===== src/rtl/fifo_ctrl_pkg.sv =====
// Shared widths and level-update encoding for the FIFO controller.
// Width helpers are constant functions so they can size ports.
package fifo_ctrl_pkg;

   typedef enum logic [1:0] {
      LVL_HOLD = 2'd0,
      LVL_INC  = 2'd1,
      LVL_DEC  = 2'd2
   } lvl_upd_t;

   function automatic int ptr_w(input int depth);
      return (depth > 1) ? $clog2(depth) : 1;
   endfunction

   function automatic int cnt_w(input int depth);
      return $clog2(depth + 1);
   endfunction

   function automatic int lvl_w(input int depth);
      return $clog2(depth + 2);
   endfunction

   function automatic lvl_upd_t lvl_upd(input logic push, input logic pop);
      lvl_upd_t op;
      case ({push, pop})
         2'b10:   op = LVL_INC;
         2'b01:   op = LVL_DEC;
         default: op = LVL_HOLD;
      endcase
      return op;
   endfunction

endpackage


===== src/rtl/fifo_ctrl_out_stage.sv =====
// Output register stage: holds the head entry and decides when to refill it from RAM.
// A refill replaces the head whenever it is empty or being consumed this cycle.
module fifo_ctrl_out_stage #(
   parameter int DATA_WIDTH = 8
) (
   input  logic                  clk,
   input  logic                  n_rst,
   input  logic                  ram_avail,
   input  logic                  pop_ready,
   input  logic [DATA_WIDTH-1:0] ram_data_out,
   output logic                  refill,
   output logic                  pop_done,
   output logic                  pop_valid,
   output logic [DATA_WIDTH-1:0] pop_data
);

   assign refill   = ram_avail && (!pop_valid || pop_ready);
   assign pop_done = pop_valid && pop_ready;

   always_ff @(posedge clk or negedge n_rst) begin
      if (!n_rst) begin
         pop_valid <= 1'b0;
         pop_data  <= '0;
      end else if (refill) begin
         pop_valid <= 1'b1;
         pop_data  <= ram_data_out;
      end else if (pop_done) begin
         pop_valid <= 1'b0;
      end
   end

endmodule


===== src/rtl/fifo_ctrl.sv =====
// FIFO controller driving an external dual-port RAM plus a registered output stage.
// Optional almost_full/almost_empty flags are enabled by FIFO_CTRL_ALMOST_EN.
module fifo_ctrl
   import fifo_ctrl_pkg::*;
#(
   parameter int DATA_WIDTH = 8,
   parameter int RAM_DEPTH  = 8,
   parameter int BASE_ADDR  = 0,
   parameter int AF_THRESH  = 6,
   parameter int AE_THRESH  = 1,
   localparam int AW = $clog2(BASE_ADDR + RAM_DEPTH),
   localparam int LW = lvl_w(RAM_DEPTH)
) (
   input  logic                  clk,
   input  logic                  n_rst,
   input  logic                  push_valid,
   input  logic [DATA_WIDTH-1:0] push_data,
   output logic                  push_ready,
   output logic                  pop_valid,
   output logic [DATA_WIDTH-1:0] pop_data,
   input  logic                  pop_ready,
   output logic                  ram_wr_en,
   output logic [AW-1:0]         ram_wr_addr,
   output logic [DATA_WIDTH-1:0] ram_data_in,
   output logic                  ram_rd_en,
   output logic [AW-1:0]         ram_rd_addr,
   input  logic [DATA_WIDTH-1:0] ram_data_out,
   output logic [LW-1:0]         level
`ifdef FIFO_CTRL_ALMOST_EN
   ,
   output logic                  almost_full,
   output logic                  almost_empty
`endif
);

   localparam int PW = ptr_w(RAM_DEPTH);
   localparam int CW = cnt_w(RAM_DEPTH);
   localparam logic [CW-1:0] DEPTH_C = CW'(RAM_DEPTH);
   localparam logic [AW-1:0] BASE_C  = AW'(BASE_ADDR);

   logic [PW-1:0] wr_ptr;
   logic [PW-1:0] rd_ptr;
   logic [CW-1:0] ram_count;
   logic          push_acc;
   logic          ram_avail;
   logic          refill;
   logic          pop_done;
   lvl_upd_t      lvl_op;
   logic [LW-1:0] level_nxt;

   // Readiness depends only on registered count, never on this cycle's refill.
   assign push_ready = n_rst && (ram_count < DEPTH_C);
   assign push_acc   = push_valid && push_ready;
   assign ram_avail  = n_rst && (ram_count != '0);

   assign ram_wr_en   = push_acc;
   assign ram_wr_addr = BASE_C + AW'(wr_ptr);
   assign ram_data_in = push_data;
   assign ram_rd_en   = refill;
   assign ram_rd_addr = BASE_C + AW'(rd_ptr);

   fifo_ctrl_out_stage #(
      .DATA_WIDTH (DATA_WIDTH)
   ) u_out_stage (
      .clk          (clk),
      .n_rst        (n_rst),
      .ram_avail    (ram_avail),
      .pop_ready    (pop_ready),
      .ram_data_out (ram_data_out),
      .refill       (refill),
      .pop_done     (pop_done),
      .pop_valid    (pop_valid),
      .pop_data     (pop_data)
   );

   always_ff @(posedge clk or negedge n_rst) begin
      if (!n_rst) begin
         wr_ptr    <= '0;
         rd_ptr    <= '0;
         ram_count <= '0;
      end else begin
         if (push_acc) wr_ptr <= wr_ptr + 1'b1;
         if (refill)   rd_ptr <= rd_ptr + 1'b1;
         case ({push_acc, refill})
            2'b10:   ram_count <= ram_count + 1'b1;
            2'b01:   ram_count <= ram_count - 1'b1;
            default: ram_count <= ram_count;
         endcase
      end
   end

   // Level counts the output register too, so it tracks completed pops, not refills.
   assign lvl_op = lvl_upd(push_acc, pop_done);

   always_comb begin
      level_nxt = level;
      case (lvl_op)
         LVL_INC: level_nxt = level + 1'b1;
         LVL_DEC: level_nxt = level - 1'b1;
         default: level_nxt = level;
      endcase
   end

   always_ff @(posedge clk or negedge n_rst) begin
      if (!n_rst) level <= '0;
      else        level <= level_nxt;
   end

`ifdef FIFO_CTRL_ALMOST_EN
   always_ff @(posedge clk or negedge n_rst) begin
      if (!n_rst) begin
         almost_full  <= 1'b0;
         almost_empty <= 1'b1;
      end else begin
         almost_full  <= (int'(level_nxt) >= AF_THRESH);
         almost_empty <= (int'(level_nxt) <= AE_THRESH);
      end
   end
`endif

endmodule


===== config.mk =====
export PLATFORM = sky130hd
export DESIGN_NAME = fifo_ctrl
export DESIGN_NICKNAME = d
export VERILOG_FILES = /design/src/rtl/fifo_ctrl_pkg.sv /design/src/rtl/fifo_ctrl_out_stage.sv /design/src/rtl/fifo_ctrl.sv
export SDC_FILE = /design/constraint.sdc
export NUM_CORES = 1
export LEC_CHECK = 0
export ABC_AREA = 0
export CORE_MARGIN = 3
export CORE_UTILIZATION = 35
export CTS_CLUSTER_DIAMETER = 40
export DETAILED_ROUTE_END_ITERATION = 10
export HOLD_SLACK_MARGIN = 0.1
export PLACE_DENSITY = 0.64
export RECOVER_POWER = 100
export SYNTH_ARGS = -nofsm -noshare
export SYNTH_HDL_FRONTEND = slang
export SYNTH_SLANG_ARGS = --single-unit

===== constraint.sdc =====
create_clock -name clk -period 5.38 [get_ports clk]
set_input_delay 0.538 -clock clk [delete_from_list [all_inputs] [get_ports clk]]
set_output_delay 0.538 -clock clk [all_outputs]
set_load 0.005 [all_outputs]

==> results of run 1 <==
power by group through the flow:
stage | Sequential, W | Clock, W | Combinational, W
6_report | 0.000327 | 0.000104 | 0.000382
4_1_cts | 0.000340 | 0.000110 | 0.000436
2_1_floorplan | 0.000333 | 0 | 0.000238
3_5_place_dp | 0.000342 | 0 | 0.000430
5_1_grt | 0.000342 | 0.000118 | 0.000431
3_3_place_gp | 0.000340 | 0 | 0.000417
placed cells by master (no fill, tap or decap), types with 3 or more instances in the layout:
master	n
clkbuf_8	3
xnor2_1	4
a21oi_1	4
inv_1	10
xor2_1	5
dfrtp_1	23
dlygate4sd3_1	23
mux2_2	7
clkdlybuf4s50_1	10
nor3b_1	3
ha_1	8
mux2_1	3
nand2_1	3
per-stage QoR:
step | total power (W) | utilization, %
finish | 0.0008128 | 46.76
global route | 0.0008906 | 46.76
detailed placement | 0.0007721 | 46.90
floorplan | 0.0005715 | -
CTS | 0.0008857 | 48.19
global placement | 0.0007575 | 46.90
final cells by class:
cell class / instances / area, sq um / share of cell area (%)
well taps: 46 / 57.56 / 3.522
repair buffers: 34 / 334.1 / 20.44
multi-input cells: 65 / 584.3 / 35.76
flip-flops and latches: 23 / 575.6 / 35.22
clock buffers: 4 / 45.04 / 2.757
inverters: 10 / 37.54 / 2.297
metal layers:
| metal | global-route usage, % | vias up |
|---|---|---|
| met3 | 4.659 | 2 |
| met2 | 19.81 | 15 |
| met5 | 0 | - |
| met1 | 16.55 | 434 |
| met4 | 2.532 | 0 |
| li1 | - | 431 |
Yosys cell counts:
| master | count | area share [%] |
|---|---|---|
| fa_1 | 1 | 1.5 |
| or4b_1 | 2 | 1.5 |
| o211ai_1 | 1 | 0.57 |
| mux2i_1 | 2 | 1.5 |
| inv_1 | 9 | 2.6 |
| a211oi_1 | 1 | 0.57 |
| mux2_1 | 3 | 2.6 |
| xor2_1 | 5 | 3.3 |
| a2111oi_1 | 1 | 0.76 |
| xnor2_1 | 4 | 2.6 |
| ha_1 | 8 | 7.6 |
| a21oi_1 | 3 | 1.1 |
| o221ai_1 | 1 | 0.66 |
| o21ai_1 | 2 | 0.76 |
| nand2_1 | 3 | 0.85 |
| mux2_4 | 8 | 9.1 |
| or4_1 | 1 | 0.57 |
| a21o_1 | 1 | 0.57 |
| inv_2 | 1 | 0.28 |
| o21a_1 | 1 | 0.57 |
| o311ai_1 | 1 | 0.66 |
| dfrtp_1 | 23 | 44 |
| a2111o_1 | 1 | 0.85 |
| buf_6 | 1 | 0.85 |
| o41ai_4 | 1 | 2.1 |
| nor2b_1 | 2 | 0.95 |
| o41ai_1 | 1 | 0.66 |
| or3b_1 | 1 | 0.66 |
| nor2_1 | 2 | 0.57 |
| nand3b_1 | 1 | 0.57 |
| nand3_1 | 2 | 0.76 |
| nor3b_1 | 3 | 1.7 |
| a21oi_2 | 1 | 0.66 |
| clkbuf_1 | 2 | 0.57 |
| buf_4 | 8 | 4.5 |
| mux2_2 | 1 | 0.85 |
worst min-delay path by stage:
stage / startpoint / end / slack, ps / cells after the start
floorplan: n_rst / level[0]$_DFFE_PN0P_ / 240 / 0
detailed placement: rd_ptr[2]$_DFFE_PN0P_ / rd_ptr[2]$_DFFE_PN0P_ / 460 / 1
CTS: rd_ptr[2]$_DFFE_PN0P_ / rd_ptr[2]$_DFFE_PN0P_ / 470 / 1
global placement: rd_ptr[2]$_DFFE_PN0P_ / rd_ptr[2]$_DFFE_PN0P_ / 460 / 1
finish: rd_ptr[2]$_DFFE_PN0P_ / rd_ptr[2]$_DFFE_PN0P_ / 460 / 1
global route: rd_ptr[2]$_DFFE_PN0P_ / rd_ptr[2]$_DFFE_PN0P_ / 490 / 1
worst register-to-register path: cells and delay by family, from the launching register on:
family	cells	cell delay [ps]
fa+ha+maj	1	430
simple gates	1	400
compound gates	4	1700
flops	1	470
cells by family (layout without fill, tap and decap cells):
logic type / after synthesis / in the layout
buf+inv: 21 / 48
simple gates: 17 / 17
fa+ha+maj: 9 / 9
mux: 14 / 14
flops: 23 / 23
compound gates: 16 / 16
xor+xnor: 9 / 9
state kept, by name, summed over array words and instances, names as in the netlist:
name	cells
level	4
rd_ptr	3
ram_count	4
u_out_stage.pop_valid	1
wr_ptr	3
u_out_stage.pop_data	8
==> flow_summary.toml, run 1 <==
[detailed_routing]
top_layer_used = "met4"
drt-wirelength-per-cell_um = 14.51
wl_met3_um = 124
wl_mm = 2.641
ant_nets = 0
drt_iter0_markers = 31
dr.pass1.iters = 2
route.met2.wl_mm = 1.332
routed_via_density = 4.846
vias = 882
drt-met1-wl_mm = 1.171
route.detailed.drc = 0

[clocking]
ctsHoldBuffers = 0
htreeDepth = 1
cts.reportedPaths.clkPinSlew_ps = 80
clk_latency_ps = 260
cts_resized = 0
numCtsBuffers = 3
cts_tree = "done"
post_cts_buffers = 0
clock_path_buffers = 2
clock_sink_count = 23
cts_root_buf = "clkbuf_8"

[timing]
hold_slack_ps = 462.8
drv_slew = 0
finalHoldViolations = 0
finalCritPeriodShare_pct = 69.99
fin_ws_ps = 1615
setup_viol = 0
maxClockFrequency_mhz = 265.6
clock_skew_ps = 4.067
setup_tns_ps = 0
slew_headroom_pct = 15.48
min_period_ps = 3765
rsz0062_at_grt = "no"
worst_slew_pin_slew_ps = 1268

[final_layout]
diodes = 0
fillers = 347
drive_gt1_share_pct = 8.824
syn2layout_area_growth_pct = 23.56
layout.nets = 166
fin_area_sq_um = 1634
finalNonFillerCells = 182

[yosys]
synthAdderAreaFrac_pct = 9.082
synth-simple-area-share_pct = 8.136
syn_avg_cell_area_sq_um = 12.13
yosysUniqueCellTypes = 36
yosysSeqAreaShare_pct = 43.52
synth_top_family_by_area = "multiplexers"
yosys_warnings = 0
synthXorXnorAreaFrac_pct = 5.960
syn_inst = 109
muxShareOfSynthArea_pct = 14.00
synth_seq_cells = 23
synth_area_sq_um = 1323
syn-num-nets = 138
synth_compound_area_share_pct = 10.50

[worst_setup_path]
cp_num_buf_inv = 2
r2r.worst_path.cells = 6
r2r_end = "ram_count[3]$_DFFE_PN0P_"
crit_path_end = "level[3]$_DFFE_PN0P_"
path_class = "in2reg"
r2r-start = "ram_count[1]$_DFFE_PN0P_"
cp.arrival_ps = 3910
endpoint_kind = "flip-flop"
cp_data_required_time_ps = 5520
ff2ff_setup_slack_ps = 2250
crit_family = "buffers and inverters"
critPathMaxStageDelay_ps = 930
cp_cell_sequence = "dlygate4sd3_1, clkbuf_1, nor2b_1, nand2_1, ha_1, ha_1, or4b_1, o311ai_0, o211ai_1"
cp_slowest_cell = "clkbuf_1"
cpMostUsedCell = "ha_1"
crit_start = "n_rst"
startpoint_type = "input pin"
critPathMaxFanout = 24
cp.depth = 9

[global_routing]
antenna_found_initial = 0
grt_max_degree = 25
grt_pass1_wl_mm = 4.367
track_usage_pct = 12.59
grt_pass1_vias = 903
grt_overflow_total = 0

[floorplanning]
die_area_sq_um = 4552
die_y_um = 67.47
rows = 21
fp.dieW_um = 67.47
core_area_sq_um = 3495
start_util_pct = 37.84
io_pins = 50

[place]
dp_cells = 178
gp_congestion = 0.6966
numPortBuffers = 33
dp_slack_ps = 1983
post_dp_cell_area_sq_um = 1639
dp_hpwl_mm = 2.032

[status]
status = "complete, no violations"

[pwr]
power_density_nw_per_um2 = 497.4
p_sw_share_pct = 34.65
power.share.clock_pct = 12.8
p_leak_nw = 0.7007
combPwrFrac_pct = 47.0
ir_worst_vdd_v = 0.0002181
p_sw_w = 0.0002817
seq_power_share_pct = 40.2
intPower_w = 0.0005312

[run]
max-cap-violations = 0

[worst_hold_path]
hold_path.class = "reg2reg"
Note: power is estimated with default switching activity, not from simulation.
==> run 2: changes to the inputs <==
- PLACE_DENSITY: 0.64 -> 0.66
- clock period: 5.38 -> 3.35 ns (I/O delays scaled with it)
==> flow_summary.toml, run 2 (same netlist as run 1, synthesis figures left out) <==
[detailed_routing]
drt-wirelength-per-cell_um = 14.30
vias = 897
routed_via_density = 4.875
ant_nets = 0
route.detailed.drc = 0
drt_iter0_markers = 10
dr.pass1.iters = 4
wl_mm = 2.632

[pwr]
p_leak_nw = 0.7072
seq_power_share_pct = 41.0
intPower_w = 0.0008378
power_density_nw_per_um2 = 785.7
p_sw_share_pct = 35.29
power.share.clock_pct = 13.0
p_sw_w = 0.0004569
ir_worst_vdd_v = 0.0003214
combPwrFrac_pct = 46.0

[clocking]
clk_latency_ps = 260
htreeDepth = 1
clock_path_buffers = 2
clock_sink_count = 23
cts.reportedPaths.clkPinSlew_ps = 80
post_cts_buffers = 0
numCtsBuffers = 3
ctsHoldBuffers = 0
cts_resized = 0
cts_tree = "done"
cts_root_buf = "clkbuf_8"

[timing]
finalHoldViolations = 0
slew_headroom_pct = 35.57
drv_slew = 0
setup_tns_ps = 0
finalCritPeriodShare_pct = 76.95
rsz0062_at_grt = "no"
clock_skew_ps = 1.436
setup_viol = 0
maxClockFrequency_mhz = 387.9
min_period_ps = 2578
worst_slew_pin_slew_ps = 966.4
hold_slack_ps = 472.7

[final_layout]
regArea_sq_um = 575.6
drive_gt1_share_pct = 5.797
syn2layout_area_growth_pct = 24.60
final_cell_mix = "dlygate4sd3_1 (23), dfrtp_1 (23), mux2_1 (11)"
finalNonFillerCells = 184
top_regs = "u_out_stage.pop_data: 8 flops, level: 4 flops, ram_count: 4 flops"
multi_input_area_sq_um = 581.8
top_register = "u_out_stage.pop_data"
largest_reg_flops = 8
fillers = 337
layout.nets = 168
diodes = 0

[worst_setup_path]
cp.arrival_ps = 2750
critPathMaxStageDelay_ps = 620
cp_data_required_time_ps = 3530
path_class = "reg2reg"
endpoint_kind = "flip-flop"
critPathMaxFanout = 12
cp_cell_sequence = "o41ai_1, a21oi_2, buf_4, ha_1, or4b_1, a21o_1, o221ai_1"
cp_slowest_cell = "o41ai_1"
startpoint_type = "flip-flop"

[global_routing]
grt_max_degree = 18
grt_overflow_total = 0
track_usage_pct = 12.71
grt_pass1_wl_mm = 4.422
grt_pass1_vias = 935
antenna_found_initial = 0

[floorplanning]
die_y_um = 67.47
die_area_sq_um = 4552
start_util_pct = 37.84
core_area_sq_um = 3495
rows = 21
fp.dieW_um = 67.47
io_pins = 50

[place]
dp_hpwl_mm = 2.060
dp_cells = 180
gp_congestion = 0.8393
numPortBuffers = 33

[status]
status = "complete, no violations"

[run]
max-cap-violations = 0

[worst_hold_path]
hold_path.class = "reg2reg"
## run 2: layout make-up
class,count,area share (%)
clock inverter,1,0.3037
sequential,23,34.93
inverter,10,2.278
timing repair buffer,36,21.18
clock buffer,3,2.506
tap,46,3.493
multi-input combinational,65,35.31
## run 2: final timing paths
path / startpoint / end / slack (ps) / cells after the start
max in group asynchronous: n_rst / u_out_stage.pop_data[2]$_DFFE_PN0P_ / 1940 / 2
worst max-delay path: ram_count[0]$_DFFE_PN0P_ / ram_count[3]$_DFFE_PN0P_ / 770 / 7
worst max register to register: ram_count[0]$_DFFE_PN0P_ / ram_count[3]$_DFFE_PN0P_ / 770 / 7
min in group asynchronous: n_rst / rd_ptr[2]$_DFFE_PN0P_ / 500 / 2
worst min register to register: rd_ptr[2]$_DFFE_PN0P_ / rd_ptr[2]$_DFFE_PN0P_ / 470 / 1
worst min-delay path: rd_ptr[2]$_DFFE_PN0P_ / rd_ptr[2]$_DFFE_PN0P_ / 470 / 1
## run 2: through the flow
step | utilization [%] | area [sq um] | setup slack [ps] | total power [W]
global placement | 47.33 | 1654 | 669.8 | 0.001213
finish | 47.15 | 1648 | 772.2 | 0.001295
floorplan | - | 1323 | 1082 | 0.0009177
CTS | 48.66 | 1700 | 842.8 | 0.001419
detailed placement | 47.33 | 1654 | 566.0 | 0.001241
global route | 47.15 | 1648 | 547.3 | 0.001408
## run 2: critical path: cells and delay by family, from the launching register on
kind | cells | cell delay, ps
AOI/OAI and AO/OA | 4 | 920
and+or+nand+nor | 1 | 490
DFF | 1 | 470
adders and majority gates | 1 | 390
buffers and inverters | 1 | 220
## run 2: power groups by stage
stage	registers, W	clock network (W)	logic (W)
floorplan	0.000535	0	0.000382
global placement	0.000543	0	0.000670
detailed placement	0.000551	0	0.000690
CTS	0.000549	0.000177	0.000694
global route	0.000552	0.000193	0.000663
finish	0.000531	0.000168	0.000595
## run 2: routing by layer
| layer | part of all wire [%] | global-route usage [%] |
|---|---|---|
| met3 | 4.4 | 2.329 |
| met4 | 0.80 | 4.557 |
| met5 | 0 | 0 |
| met2 | 51 | 21.75 |
| met1 | 44 | 15.87 |
==> run 3: changes to the inputs <==
- PLACE_DENSITY: 0.66 -> 0.64
- clock period: 3.35 -> 2.7 ns (I/O delays scaled with it)
==> flow_summary.toml, run 3 (same netlist as run 1, synthesis figures left out) <==
[detailed_routing]
dr.pass1.iters = 4
drt_iter0_markers = 38
vias = 916
route.detailed.drc = 0
wl_mm = 2.752
routed_via_density = 4.898
ant_nets = 0
drt-wirelength-per-cell_um = 14.72

[worst_hold_path]
min_to = "wr_ptr[2]$_DFFE_PN0P_"
hp-start = "wr_ptr[2]$_DFFE_PN0P_"
hold_depth = 1
hold_path.class = "reg2reg"

[status]
status = "complete, no violations"

[timing]
min_period_ps = 2342
setup_viol = 0
finalHoldViolations = 0
worst_slew_pin_slew_ps = 1227
setup_tns_ps = 0
hold_slack_ps = 471.9
rsz0062_at_grt = "no"
clock_skew_ps = 4.436
maxClockFrequency_mhz = 427.1
fin_ws_ps = 358.4
finalCritPeriodShare_pct = 86.73
drv_slew = 0
slew_headroom_pct = 18.18

[global_routing]
track_usage_pct = 13.41
grt_pass1_wl_mm = 4.636
grt_pass1_vias = 1028
grt_overflow_total = 0
antenna_found_initial = 0
grt_max_degree = 24

[pwr]
combPwrFrac_pct = 46.5
p_sw_share_pct = 35.87
seq_power_share_pct = 40.7
intPower_w = 0.001055
ir_worst_vdd_v = 0.0004309
power.share.clock_pct = 12.8
p_sw_w = 0.0005899
power_density_nw_per_um2 = 981.6
p_leak_nw = 0.7158

[place]
dp_slack_ps = 177.7
gp_congestion = 0.7315
numPortBuffers = 33
dp_hpwl_mm = 2.207

[worst_setup_path]
path_class = "in2reg"
ff2ff_setup_slack_ps = 470
endpoint_kind = "flip-flop"
critPathMaxFanout = 6
startpoint_type = "input pin"
cp_data_required_time_ps = 2830
cp.arrival_ps = 2470
r2r-start = "ram_count[0]$_DFFE_PN0P_"
r2r.worst_path.cells = 8
r2r_end = "ram_count[2]$_DFFE_PN0P_"

[floorplanning]
die_y_um = 67.47
die_area_sq_um = 4552
start_util_pct = 37.84
rows = 21
fp.dieW_um = 67.47
io_pins = 50
core_area_sq_um = 3495

[clocking]
cts.reportedPaths.clkPinSlew_ps = 80
clock_path_buffers = 2
ctsHoldBuffers = 0
cts_resized = 0
clk_latency_ps = 260
post_cts_buffers = 0
cts_tree = "done"
htreeDepth = 1
numCtsBuffers = 3
cts_root_buf = "clkbuf_8"
clock_sink_count = 23

[final_layout]
layout.nets = 171
syn2layout_area_growth_pct = 26.68
largest_reg_flops = 8
fillers = 336
diodes = 0
final_cell_mix = "dlygate4sd3_1 (23), dfrtp_1 (23), inv_1 (10), mux2_1 (10), clkdlybuf4s50_1 (10)"
top_regs = "u_out_stage.pop_data: 8 flops, level: 4 flops, ram_count: 4 flops"
top_register = "u_out_stage.pop_data"
drive_gt1_share_pct = 5.674

[run]
max-cap-violations = 0
==> run 3: per-stage QoR <==
stage	cells	area, sq um	power, W	utilization [%]
6_report	187	1675	0.001645	47.94
5_1_grt	187	1675	0.001808	47.94
4_1_cts	187	1722	0.001793	49.27
3_5_place_dp	183	1677	0.001567	47.98
3_3_place_gp	183	1677	0.001520	47.98
2_1_floorplan	109	1323	0.001139	-
==> run 3: worst max-delay path by stage <==
stage	from	end	slack, ps	depth (start not counted)
floorplan	ram_count[0]$_DFFE_PN0P_	ram_count[3]$_DFFE_PN0P_	430	8
global placement	n_rst	level[3]$_DFFE_PN0P_	270	8
detailed placement	n_rst	level[3]$_DFFE_PN0P_	180	8
CTS	ram_count[0]$_DFFE_PN0P_	ram_count[2]$_DFFE_PN0P_	440	8
global route	n_rst	ram_count[3]$_DFFE_PN0P_	190	8
finish	n_rst	ram_count[3]$_DFFE_PN0P_	360	8
==> run 3: power by group through the flow <==
stage,Combinational [W],Sequential [W],Clock (W)
global route,0.000862,0.000704,0.000241
detailed placement,0.000881,0.000686,0
finish,0.000765,0.000669,0.000211
CTS,0.000887,0.000682,0.000224
floorplan,0.000474,0.000664,0
global placement,0.000845,0.000674,0
==> run 3: worst max-delay path, cell delays in order <==
cell	delay [ps]
dlygate4sd3_1	540
clkbuf_1	170
o41ai_4	110
a21oi_2	160
ha_1	280
or3b_1	390
a2111oi_0	390
o221ai_1	150
==> run 3: layout make-up <==
type,count,area [sq um],area share [%]
inverters,10,37.54,2.240
repair buffers,39,356.6,21.28
well taps,46,57.56,3.435
clock buffers,4,45.04,2.689
multi-input cells,65,603.1,36.00
flip-flops and latches,23,575.6,34.35
==> run 3: layer usage <==
metal  vias up  wire length, um  global-route usage, %  share of wire (%)
met5         -                0                      0                  0
met4         0               27                  3.038               0.98
met3         4               98                  3.661                3.6
met2        16             1462                  23.69                 53
met1       455             1163                  16.09                 42
li1        441                -                      -                  -
